`src/rtl/sdr_pkg.sv`:
```
// Shared SDR datapath definitions.
//   IQ_IN_W / IQ_OUT_W : default component widths at the delay-line output and after packing.
//   iq_in_t / iq_out_t : {I,Q} sample layouts at each width, with I in the upper half.
//   rnd_bias()         : half-LSB bias for round-half-up when narrowing in_w -> out_w bits.
//   sat_max/sat_min()  : two's-complement limits of a w-bit signed value.
package sdr_pkg;

    localparam int IQ_IN_W  = 24;
    localparam int IQ_OUT_W = 16;

    typedef struct packed {
        logic signed [IQ_IN_W-1:0] i;
        logic signed [IQ_IN_W-1:0] q;
    } iq_in_t;

    typedef struct packed {
        logic signed [IQ_OUT_W-1:0] i;
        logic signed [IQ_OUT_W-1:0] q;
    } iq_out_t;

    function automatic int rnd_bias(input int in_w, input int out_w);
        return (in_w > out_w) ? (1 << (in_w - out_w - 1)) : 0;
    endfunction

    function automatic int sat_max(input int w);
        return (1 << (w - 1)) - 1;
    endfunction

    function automatic int sat_min(input int w);
        return -(1 << (w - 1));
    endfunction

endpackage

```
`src/rtl/sdr_sync_fifo.sv`:
```
// Single-clock show-ahead FIFO. rd_data_o always shows the head entry while the FIFO
// is not empty. A write to a full FIFO is accepted when a read happens in the same cycle.
// Ports:
//   clk_i, rst_i  : clock, synchronous active-high reset (clears pointers and level)
//   wr_en_i       : write request, wr_data_i [WIDTH-1:0]
//   rd_en_i       : pop the head entry, rd_data_o [WIDTH-1:0]
//   full_o        : level == DEPTH
//   empty_o       : level == 0
//   level_o       : occupancy, $clog2(DEPTH)+1 bits
module sdr_sync_fifo #(
    parameter int WIDTH = 32,
    parameter int DEPTH = 16
) (
    input  logic                     clk_i,
    input  logic                     rst_i,
    input  logic                     wr_en_i,
    input  logic [WIDTH-1:0]         wr_data_i,
    input  logic                     rd_en_i,
    output logic [WIDTH-1:0]         rd_data_o,
    output logic                     full_o,
    output logic                     empty_o,
    output logic [$clog2(DEPTH):0]   level_o
);

    localparam int PTR_W = $clog2(DEPTH);
    localparam int LVL_W = PTR_W + 1;

    logic [WIDTH-1:0] mem_q [DEPTH];
    logic [PTR_W-1:0] wr_ptr_d, wr_ptr_q;
    logic [PTR_W-1:0] rd_ptr_d, rd_ptr_q;
    logic [LVL_W-1:0] level_d, level_q;
    logic             wr_ok, rd_ok;

    assign full_o    = (level_q == LVL_W'(DEPTH));
    assign empty_o   = (level_q == '0);
    assign level_o   = level_q;
    assign rd_data_o = mem_q[rd_ptr_q];

    assign rd_ok = rd_en_i & ~empty_o;
    // When full, the slot being written is the one being popped this cycle.
    assign wr_ok = wr_en_i & (~full_o | rd_ok);

    always_comb begin
        wr_ptr_d = wr_ptr_q;
        rd_ptr_d = rd_ptr_q;
        level_d  = level_q;
        if (wr_ok) wr_ptr_d = wr_ptr_q + PTR_W'(1);
        if (rd_ok) rd_ptr_d = rd_ptr_q + PTR_W'(1);
        case ({wr_ok, rd_ok})
            2'b10:   level_d = level_q + LVL_W'(1);
            2'b01:   level_d = level_q - LVL_W'(1);
            default: level_d = level_q;
        endcase
    end

    always_ff @(posedge clk_i) begin
        if (rst_i) begin
            wr_ptr_q <= '0;
            rd_ptr_q <= '0;
            level_q  <= '0;
        end else begin
            wr_ptr_q <= wr_ptr_d;
            rd_ptr_q <= rd_ptr_d;
            level_q  <= level_d;
        end
    end

    always_ff @(posedge clk_i) begin
        if (wr_ok) mem_q[wr_ptr_q] <= wr_data_i;
    end

endmodule

```
`src/rtl/iq_packer.sv`:
```
// Output packer behind the 48-bit alignment delay line. Each signed I/Q component is
// rounded half-up from IN_W to OUT_W bits, the pair is packed into one word, buffered
// in a show-ahead FIFO and streamed out with a frame marker every FRAME_LEN words.
// Build option: define IQ_PACKER_SAT_EN to saturate rounded values to the OUT_W range;
// without it the rounded value wraps (keeps the low OUT_W bits).
// Ports:
//   clk_i, rst_i         : clock, synchronous active-high reset
//   data_i [2*IN_W]      : {I,Q} signed input sample, valid_i marks a new sample
//   m_data_o [2*OUT_W]   : {I_out,Q_out} head word, m_valid_o / m_ready_i handshake
//   m_last_o             : head word is the last of its frame
//   ovf_o / ovf_clr_i    : sticky "sample dropped on full FIFO" flag and its clear
//   level_o              : FIFO occupancy
module iq_packer
    import sdr_pkg::*;
#(
    parameter int IN_W       = IQ_IN_W,
    parameter int OUT_W      = IQ_OUT_W,
    parameter int FIFO_DEPTH = 16,
    parameter int FRAME_LEN  = 256
) (
    input  logic                          clk_i,
    input  logic                          rst_i,
    input  logic [2*IN_W-1:0]             data_i,
    input  logic                          valid_i,
    output logic [2*OUT_W-1:0]            m_data_o,
    output logic                          m_valid_o,
    input  logic                          m_ready_i,
    output logic                          m_last_o,
    output logic                          ovf_o,
    input  logic                          ovf_clr_i,
    output logic [$clog2(FIFO_DEPTH):0]   level_o
);

    localparam int SHIFT = IN_W - OUT_W;
    localparam int CNT_W = (FRAME_LEN > 1) ? $clog2(FRAME_LEN) : 1;
    localparam logic [CNT_W-1:0] CNT_LAST = CNT_W'(FRAME_LEN - 1);
    // One guard bit so adding the bias to the most positive input cannot overflow.
    localparam logic signed [IN_W:0] RND_BIAS = (IN_W+1)'(rnd_bias(IN_W, OUT_W));
`ifdef IQ_PACKER_SAT_EN
    localparam logic signed [IN_W:0] SAT_HI = (IN_W+1)'(sat_max(OUT_W));
    localparam logic signed [IN_W:0] SAT_LO = (IN_W+1)'(sat_min(OUT_W));
`endif

    function automatic logic signed [OUT_W-1:0] round_comp(input logic signed [IN_W-1:0] x);
        logic signed [IN_W:0] ext;
        logic signed [IN_W:0] shifted;
        ext     = (IN_W+1)'(x);
        shifted = (ext + RND_BIAS) >>> SHIFT;
`ifdef IQ_PACKER_SAT_EN
        if (shifted > SAT_HI)      return OUT_W'(SAT_HI);
        else if (shifted < SAT_LO) return OUT_W'(SAT_LO);
        else                       return OUT_W'(shifted);
`else
        return OUT_W'(shifted);
`endif
    endfunction

    logic signed [IN_W-1:0]  i_in, q_in;
    logic [2*OUT_W-1:0]      iq_p1_d, iq_p1_q;
    logic                    vld_p1_d, vld_p1_q;
    logic [2*OUT_W-1:0]      fifo_head;
    logic                    fifo_full, fifo_empty;
    logic                    rd_en, wr_en, drop;
    logic                    ovf_d, ovf_q;
    logic [CNT_W-1:0]        cnt_d, cnt_q;

    assign i_in = data_i[2*IN_W-1:IN_W];
    assign q_in = data_i[IN_W-1:0];

    // ---- stage 1: round/saturate register ----
    always_comb begin
        vld_p1_d = valid_i;
        iq_p1_d  = iq_p1_q;
        if (valid_i) iq_p1_d = {round_comp(i_in), round_comp(q_in)};
    end

    always_ff @(posedge clk_i) begin
        if (rst_i) vld_p1_q <= 1'b0;
        else       vld_p1_q <= vld_p1_d;
        iq_p1_q <= iq_p1_d;
    end

    // ---- stage 2: FIFO write, output stream, frame counter ----
    assign rd_en = m_ready_i & ~fifo_empty;
    assign wr_en = vld_p1_q & (~fifo_full | rd_en);
    assign drop  = vld_p1_q & ~wr_en;

    sdr_sync_fifo #(
        .WIDTH (2*OUT_W),
        .DEPTH (FIFO_DEPTH)
    ) u_fifo (
        .clk_i     (clk_i),
        .rst_i     (rst_i),
        .wr_en_i   (wr_en),
        .wr_data_i (iq_p1_q),
        .rd_en_i   (rd_en),
        .rd_data_o (fifo_head),
        .full_o    (fifo_full),
        .empty_o   (fifo_empty),
        .level_o   (level_o)
    );

    always_comb begin
        // A drop in the same cycle as a clear keeps the flag set.
        ovf_d = drop | (ovf_q & ~ovf_clr_i);
        cnt_d = cnt_q;
        if (rd_en) cnt_d = (cnt_q == CNT_LAST) ? '0 : cnt_q + CNT_W'(1);
    end

    always_ff @(posedge clk_i) begin
        if (rst_i) begin
            ovf_q <= 1'b0;
            cnt_q <= '0;
        end else begin
            ovf_q <= ovf_d;
            cnt_q <= cnt_d;
        end
    end

    // Data is forced to zero when idle so the unreset FIFO storage never shows through.
    assign m_valid_o = ~fifo_empty;
    assign m_data_o  = m_valid_o ? fifo_head : '0;
    assign m_last_o  = m_valid_o & (cnt_q == CNT_LAST);
    assign ovf_o     = ovf_q;

endmodule

```
`config.mk`:
```
export PLATFORM = sky130hd
export DESIGN_NAME = iq_packer
export DESIGN_NICKNAME = d
export VERILOG_FILES = /design/src/rtl/sdr_pkg.sv /design/src/rtl/sdr_sync_fifo.sv /design/src/rtl/iq_packer.sv
export SDC_FILE = /design/constraint.sdc
export NUM_CORES = 1
export LEC_CHECK = 0
export BUFFER_PORTS_ARGS = -buffer_cell sky130_fd_sc_hd__buf_2
export CAP_MARGIN = 0
export CORE_UTILIZATION = 47
export CTS_CLUSTER_SIZE = 8
export DETAILED_ROUTE_END_ITERATION = 12
export GPL_TIMING_DRIVEN = 1
export PLACE_DENSITY = 0.7
export SYNTH_ARGS = -nofsm -noshare
export SYNTH_HDL_FRONTEND = slang
export SYNTH_HIERARCHICAL = 1
export SYNTH_SLANG_ARGS = --single-unit
```
`constraint.sdc`:
```
create_clock -name clk_i -period 11.1 [get_ports clk_i]
set_input_delay 0 -clock clk_i [delete_from_list [all_inputs] [get_ports clk_i]]
set_output_delay 0 -clock clk_i [all_outputs]
set_load 0.02 [all_outputs]
```
==> metrics.yaml <==
clkSinkCount: 571
post_cts_resized: 0
clk_pin_slew_worst_paths_ps: 50
layout_worst_path_cycle_share_pct: 36.4
failed_checks: "design-rule violations"
endpoint_kind: "primary output"
diodes: 0
synth_seq_cells: 571
grt_pass1_wl_um: 72100
synth_seq_area_share_pct: 75.5
maxCapViolations: 0
synth_cell_types: 55
hold_buffers: 63
die_h_um: 220
drive_gt1_share_pct: 27.0
finalSetupViolCount: 0
drt-total-wl_um: 48100
routed-via-count: 11377
wire_per_inst_um: 24.8
power_mw: 5.57
detail_route.iter0.violations: 923
ir_drop_mv: 0.155
yosysMostFrequentCell: "edfxtp_1"
status: "finished, violations left"
ios: 93
crit_slowest_cell: "buf_4"
finalWorstSetupSlack_ps: 7060
multi_input_area_sq_um: 5290
cpMostUsedCell: "buf_4"
critPathRequiredTime_ps: 11100
min_path_type: "input port to flip-flop"
synthArstFlopShare_pct: 0
syn_area_sq_um: 22400
synth.avg_cell_area_sq_um: 20.1
track_usage_pct: 20.4
post_dp_cell_area_sq_um: 23600
synth_top_cells_by_count: "edfxtp_1 (544), mux4_2 (128), a22oi_1 (64), nand2_1 (52), nor2b_1 (38)"
rows: 79
final_max_slew_viol_count: 0
synth_cells: 1112
start_util_pct: 47.8
insertion_delay_ps: 590
max_freq_mhz: 247
max_slew.worst_pin.slew_ps: 1080
first_global_vias: 11809
pre_cts_ws_ps: 7490
fp.dieW_um: 220
synthFlopType: "edfxtp_1"
regArea_sq_um: 16900
drc_errors: 8
cp.arrival_ps: 4040
power.density_nw_per_um2: 211
hpwl_um: 24500
finClkSkew_ps: 20.9
antenna_found_initial: 0
gp_congestion: 0.709
synth_largest_area_cell: "edfxtp_1"
rsz0062_at_grt: "false"
postCtsSetupBuffers: 0
cpPeakStageDelay_ps: 780
port_buffers: 78
grt_remaining_overflow: 0
crit_family: "buffers and inverters"
area_growth_pct: 18.2
finalHoldViolCount: 0
ys_warn_count: 6
period_minus_slack_ps: 4040
path_buf_inv: 3
cts_tree: "done"
fillCellCount: 3388
fin_hold_ws_ps: 46.2
clock_path_buffers: 3
synth_area_leaders: "edfxtp_1 (73%), mux4_2 (13%), dfxtp_1 (2.4%)"
grt_start_max_net_pins: 72
power.leakage_nw: 8.63
htree_num_levels: 3
cp-start-kind: "flip-flop"
core_sq_um: 46800
crit_chain: "buf_4, buf_4, mux4_2, a22oi_1, nand2_1, nor2b_1, buf_2"
post_drt_via_cell_ratio: 5.86
synth.top_cell.area_share_pct: 73.0
crit_fanout: 44
synth_edf_count: 544
cts-root-buf: "clkbuf_16"
cts_buffers: 81
design_area_sq_um: 26400
setup_tns_ps: 0
dr.pass1.iters: 11
syn_nets: 1177
max_slew_margin_pct: 27.7
dieArea_sq_um: 48500
ant_nets: 0
fin_nets: 1376
crit_type: "flip-flop to primary output"
metal layers:
layer	vias up	global-route usage, %	share of wire [%]
met4	0	6.41	2.2
li1	4925	-	-
met1	5998	26.9	41
met5	-	0	0
met2	379	34.5	51
met3	75	4.03	5.7
placed cells by master (no fill, tap or decap), types with 6 or more instances in the layout:
cell	count
ha_1	11
xor2_1	19
nor2_4	6
buf_2	78
nand3_1	12
clkbuf_1	16
mux4_2	128
dfxtp_1	25
nand2_1	52
edfxtp_1	544
nor2_1	23
a22oi_1	64
nor3_1	9
buf_4	28
inv_1	16
clkbuf_16	82
dlygate4sd3_1	63
nor2b_1	36
xnor2_1	21
nand4_1	10
cell type report:
cell class	instances	share of cell area (%)
clock buffers	98	7.99
clock inverters	8	0.312
inverters	19	0.270
multi-input cells	469	20.0
flip-flops and latches	571	63.9
well taps	607	2.87
repair buffers	169	4.66
power breakdown:
| group | total (mW) | switching [mW] | internal (mW) | leakage, nW |
|---|---|---|---|---|
| logic | 0.898 | 0.496 | 0.402 | 2.42 |
| registers | 2.52 | 0.0800 | 2.44 | 5.15 |
| clock network | 2.16 | 0.841 | 1.32 | 1.07 |
| total | 5.57 | 1.42 | 4.16 | 8.63 |
worst reg2reg max path, cell delays in order (launching register included):
cell and delay [ps]:
dfxtp_1 420, or4_1 530, nor2_4 60, inv_2 80, nand2_2 70, inv_2 210
nand2b_1 290, o21ai_4 160, nor3b_1 430, and2_2 500, buf_4 540
logic make-up after synthesis:
logic type,synth area share [%]
compound gates,3.14
xor+xnor,1.57
fa+ha+maj,0.705
buf+inv,1.31
flops,75.5
mux,13.1
simple gates,4.68
sequential cells by signal, summed over array words and instances, names as in the netlist, named ones only:
| register | cells |
|---|---|
| u_fifo/mem_q | 512 |
| iq_p1_q | 32 |
| cnt_q | 8 |
| u_fifo/level_o | 5 |
| u_fifo/rd_ptr_q | 4 |
| u_fifo/wr_ptr_q | 4 |
| ovf_o | 1 |
| vld_p1_q | 1 |
per-stage QoR:
stage / utilization (%) / instances
finish: 56.5 / 1941
global route: 56.5 / 1941
CTS: 56.5 / 1941
detailed placement: 50.5 / 1772
global placement: 50.5 / 1772
floorplan: - / 1112
final timing paths:
check	start	to	slack [ps]	cells after the start
min reg2reg	cnt_q[7]	cnt_q[7]	510	2
max	flip-flop	m_data_o[31]	7060	7
max reg2reg	u_fifo/level_o[0]	u_fifo/mem_q[10][3]	7440	10
min	data_i[31]	iq_p1_q[20]	50	4
No activity file was read; power rests on OpenSTA's default activity.
